--- src/rtl/int_ctrl.sv ---
// Edge-triggered interrupt controller with a single service level.
// Latches rising edges as pending, takes the lowest enabled line, and saves the return PC.
module int_ctrl #(
  parameter int               NIRQ    = 4,
  parameter int               PCW     = 10,
  parameter logic [PCW-1:0]   VBASE   = 10'h3C0,
  parameter int               VSTRIDE = 4
) (
  input  logic             clk,
  input  logic             reset,
  input  logic [NIRQ-1:0]  irq_in,
  input  logic             mask_we,
  input  logic [NIRQ-1:0]  mask_wd,
  input  logic [PCW-1:0]   pc_in,
  input  logic             int_ret,
  output logic [NIRQ-1:0]  mask_q,
  output logic [NIRQ-1:0]  pending,
  output logic             int_take,
  output logic [PCW-1:0]   int_vec,
  output logic [2:0]       int_id,
  output logic             in_service,
  output logic [PCW-1:0]   ret_pc
);

  typedef enum logic [1:0] {
    S_IDLE = 2'd0,
    S_TAKE = 2'd1,
    S_SERV = 2'd2
  } state_t;

  localparam logic [NIRQ-1:0] ONE = NIRQ'(1);

  state_t          r_state;
  state_t          w_state_nx;
  logic [NIRQ-1:0] r_irq_prev;
  logic [NIRQ-1:0] r_mask;
  logic [NIRQ-1:0] r_pending;
  logic [2:0]      r_int_id;
  logic            r_int_take;
  logic [PCW-1:0]  r_int_vec;
  logic            r_in_service;
  logic [PCW-1:0]  r_ret_pc;

  logic [NIRQ-1:0] w_edge;
  logic [NIRQ-1:0] w_req;
  logic [NIRQ-1:0] w_onehot;
  logic [NIRQ-1:0] w_clr;
  logic [2:0]      w_sel_id;
  logic            w_start;

  function automatic logic [PCW-1:0] vec_of(input logic [2:0] id);
    return VBASE + PCW'(VSTRIDE) * PCW'(id);
  endfunction

  assign w_edge   = irq_in & ~r_irq_prev;
  assign w_req    = r_pending & r_mask;
  assign w_onehot = w_req & (~w_req + ONE);
  assign w_clr    = (r_state == S_TAKE) ? (ONE << r_int_id) : '0;
  assign w_start  = (r_state == S_IDLE) && (w_state_nx == S_TAKE);

  // Encode the isolated lowest request into a line index
  always_comb begin
    w_sel_id = 3'd0;
    for (int i = 0; i < NIRQ; i++) begin
      w_sel_id = w_sel_id | (w_onehot[i] ? 3'(i) : 3'd0);
    end
  end

  // Next-state decode
  always_comb begin
    w_state_nx = r_state;
    case (r_state)
      S_IDLE: begin
        if (|w_req) w_state_nx = S_TAKE;
        else        w_state_nx = S_IDLE;
      end
      S_TAKE: w_state_nx = S_SERV;
      S_SERV: begin
        if (int_ret) w_state_nx = S_IDLE;
        else         w_state_nx = S_SERV;
      end
      default: w_state_nx = S_IDLE;
    endcase
  end

  // State register
  always_ff @(posedge clk) begin
    if (!reset) r_state <= S_IDLE;
    else        r_state <= w_state_nx;
  end

  // Datapath and registered outputs; a new edge wins over the take-clear
  always_ff @(posedge clk) begin
    if (!reset) begin
      r_irq_prev   <= '0;
      r_mask       <= '0;
      r_pending    <= '0;
      r_int_id     <= 3'd0;
      r_int_take   <= 1'b0;
      r_int_vec    <= '0;
      r_in_service <= 1'b0;
      r_ret_pc     <= '0;
    end else begin
      r_irq_prev   <= irq_in;
      r_mask       <= mask_we ? mask_wd : r_mask;
      r_pending    <= (r_pending & ~w_clr) | w_edge;
      r_int_id     <= w_start ? w_sel_id : r_int_id;
      r_int_take   <= w_start;
      r_int_vec    <= w_start ? vec_of(w_sel_id) : '0;
      r_in_service <= (w_state_nx == S_SERV);
      r_ret_pc     <= (r_state == S_TAKE) ? pc_in : r_ret_pc;
    end
  end

  assign mask_q     = r_mask;
  assign pending    = r_pending;
  assign int_take   = r_int_take;
  assign int_vec    = r_int_vec;
  assign int_id     = r_int_id;
  assign in_service = r_in_service;
  assign ret_pc     = r_ret_pc;

endmodule

--- config.mk ---
export PLATFORM = sky130hd
export DESIGN_NAME = int_ctrl
export DESIGN_NICKNAME = d
export VERILOG_FILES = /design/src/rtl/int_ctrl.sv
export SDC_FILE = /design/constraint.sdc
export NUM_CORES = 1
export LEC_CHECK = 0
export ABC_AREA = 1
export CORE_MARGIN = 10
export CORE_UTILIZATION = 42
export CTS_CLUSTER_DIAMETER = 120
export DETAILED_ROUTE_END_ITERATION = 16
export PLACE_DENSITY = 0.83
export SYNTH_ARGS = -nofsm -noshare
export SYNTH_HDL_FRONTEND = slang
export SYNTH_SLANG_ARGS = --single-unit
--- constraint.sdc ---
create_clock -name clk -period 1.7 [get_ports clk]
set_clock_uncertainty 0.2 [all_clocks]
set_input_delay 0.34 -clock clk [delete_from_list [all_inputs] [get_ports clk]]
set_output_delay 0.34 -clock clk [all_outputs]
set_load 0.1 [all_outputs]
==> impl_metrics.py <==
metrics = {
    "timing": {
        "total_negative_setup_slack_ns": 0,
        "final.setup.worst_slack_ns": 0.121,
        "finalWorstPathRequiredPeriod_ns": 1.58,
        "final.hold.worst_slack_ns": 0.225,
        "max_freq_mhz": 633,
        "hold_violations": 0,
        "timing.final.setup_violations": 0,
        "setup_repair_after_global_routing_missed_its_margin": "no",
        "timing_max_transition_violations_final": 0,
        "timing.final.crit_share_pct": 92.9,
    },
    "synthesis": {
        "synth.top_cells.by_count": "35 x nor2_1, 31 x dfxtp_1, 16 x nand2_1",
        "synth_async_sr_flop_share_pct": 0,
        "netlist.top_cell.by_area": "dfxtp_1",
        "number_of_synthesized_register_bits": 31,
        "synth_enable_flop_cells": 0,
        "warnings_synthesis": 0,
        "netlist.area_leader.share_pct": 55.1,
        "ys_seq_area_share_pct": 55.1,
        "most_common_cell_in_the_netlist": "nor2_1",
        "yosys-top-cells-area": "dfxtp_1 55%, nor2_1 12%, buf_4 6.7%, o21ai_1 6.2%, nand2_1 5.3%",
        "number_of_distinct_library_cells_after_synthesis": 18,
        "synth_cells": 141,
        "post_synth.cell_area_avg_um2": 7.99,
        "synth.cell_area_mm2": 0.00113,
        "synth-main-ff-cell": "dfxtp_1",
    },
    "place": {
        "detailedPlacementHpwl_um": 2550,
        "place_ws_ns": 0.124,
        "gpl.final_weighted_congestion": 0.760,
        "placed_cells": 214,
        "detailed_place.area_mm2": 0.00190,
        "placement.io_buffers": 49,
    },
    "grt": {
        "grt.met1_usage_pct": 11.5,
        "grt_pass1_wl_um": 4970,
        "grt.total_usage_pct": 11.8,
        "global_route.usage.met3_pct": 3.99,
        "gr-usage-met2_pct": 21.3,
        "antenna_found_initial": 0,
        "global_route.overflow_total": 0,
        "first_global_vias": 1061,
        "grt_start_max_net_pins": 26,
        "most_crowded_layer_after_global_routing": "met2",
    },
    "cells_and_area": {
        "finished_core_util_pct": 78.1,
        "area_growth_pct": 75.0,
        "final_area_mm2": 0.00197,
        "number_of_diodes": 0,
        "nets": 213,
        "final_layout_size_suffix_gt1_share_pct": 27.6,
        "final-instance-count-excl-fill": 222,
    },
    "setup_path": {
        "critical_path_depth": 1,
        "worstPathCellList": "buf_12",
        "critPathTopFamily": "flip-flops",
        "buffers_inverters_on_critical_path": 1,
        "critical_path_source_type": "register",
        "critical_path.max_stage_delay_ns": 0.50,
        "worst-setup-path-type": "register to output pin",
        "path_max_fanout": 6,
        "cp.required_ns": 1.16,
        "rr_worst_depth": 5,
        "critical_path.slowest_cell": "dfxtp_1",
        "setup.worst_path.end_class": "output pin",
        "regToRegSetupSlack_ns": 0.39,
        "arrival_ns": 1.04,
    },
    "clock_network": {
        "post_cts_hold_buffer_count": 0,
        "cts_resized": 0,
        "cts_buf_count": 5,
        "cts_max_path_buffers": 2,
        "clkTransAtPathRegs_ns": 0.09,
        "cts_setup_buffers": 0,
        "clkSinkCount": 31,
        "htreeDepth": 2,
        "cts_tree": "built",
        "clk-insertion-delay-late_ns": 0.32,
        "clock-root-buffer": "clkbuf_4",
    },
    "detailed_routing": {
        "ant_nets": 0,
        "detail_route.vias_per_cell": 4.77,
        "detailedRoute.firstIterationViolations": 31,
        "detail_route.first_pass.iterations": 4,
        "detail_route.wirelength_um": 3070,
        "num_vias": 1060,
        "drc": 0,
        "wl_per_cell_um": 13.8,
    },
    "pwr": {
        "cellPowerDensity_mw_per_mm2": 1120,
        "design_power_total_mw": 2.20,
        "worst_ir_drop_vdd_mv": 0.778,
        "leakagePower_nw": 0.870,
    },
    "floorplan": {
        "floorplan.core_area_mm2": 0.00252,
        "die_width_um": 71.8,
        "start_util_pct": 44.6,
        "design.die.area_mm2": 0.00515,
        "ioPinCount": 55,
        "fp.dieH_um": 71.8,
        "core.rowCount": 18,
    },
    "job": {
        "max-cap-violations": 0,
    },
    "outcome": {
        "run_status": "completed",
    },
    "min_path": {
        "holdPathStages": 1,
        "hp-class": "register to register",
    },
}
[routing by layer]
metal,vias up,part of all wire [%]
li1,533,-
met1,487,37
met2,32,55
met3,8,5.1
met4,0,3.0
met5,-,0
[placed cells by master (no fill, tap or decap), drive strengths merged]
master / Yosys / routed
nor2: 36 / 36
dfxtp: 31 / 31
buf: 11 / 29
clkdlybuf4s50: 0 / 21
nand2: 17 / 17
o21ai: 17 / 17
inv: 14 / 14
clkbuf: 0 / 8
conb: 1 / 5
nor3: 4 / 4
o22ai: 4 / 4
nand3: 4 / 4
nand4: 1 / 1
a21oi: 1 / 1
[logic make-up (layout without fill, tap and decap cells)]
kind of cell	after synthesis	after routing	synth area share, %
AO/OA/AOI/OAI	22	22	10.6
buffers and inverters	25	72	11.8
flip-flops	31	31	55.1
other	1	5	0.333
AND/OR/NAND/NOR	62	62	22.2
[worst paths after layout]
path                       from          to
setup / recovery      int_id[1]   int_id[1]
hold reg to reg   r_irq_prev[3]  pending[3]
setup reg to reg     r_state[1]   ret_pc[7]
hold / removal    r_irq_prev[3]  pending[3]
[layout make-up]
| cell class | count | area [um2] |
|---|---|---|
| tap | 30 | 37.5 |
| sequential | 31 | 633 |
| fill | 175 | 552 |
| timing repair buffer | 50 | 791 |
| clock buffer | 8 | 68.8 |
| inverter | 14 | 52.6 |
| multi-input combinational | 89 | 388 |
[registers in the layout, summed over array words and instances, names as in the netlist]
signal	cells
in_service	1
int_id	2
int_take	1
int_vec	3
mask_q	4
pending	4
r_irq_prev	4
r_state	2
ret_pc	10
[power breakdown]
part / internal [mW] / total, mW / switching (mW)
combinational: 0.296 / 0.869 / 0.573
clock: 0.243 / 0.471 / 0.228
sequential: 0.790 / 0.859 / 0.0693
total: 1.33 / 2.20 / 0.871
No activity file was read; power rests on OpenSTA's default activity.
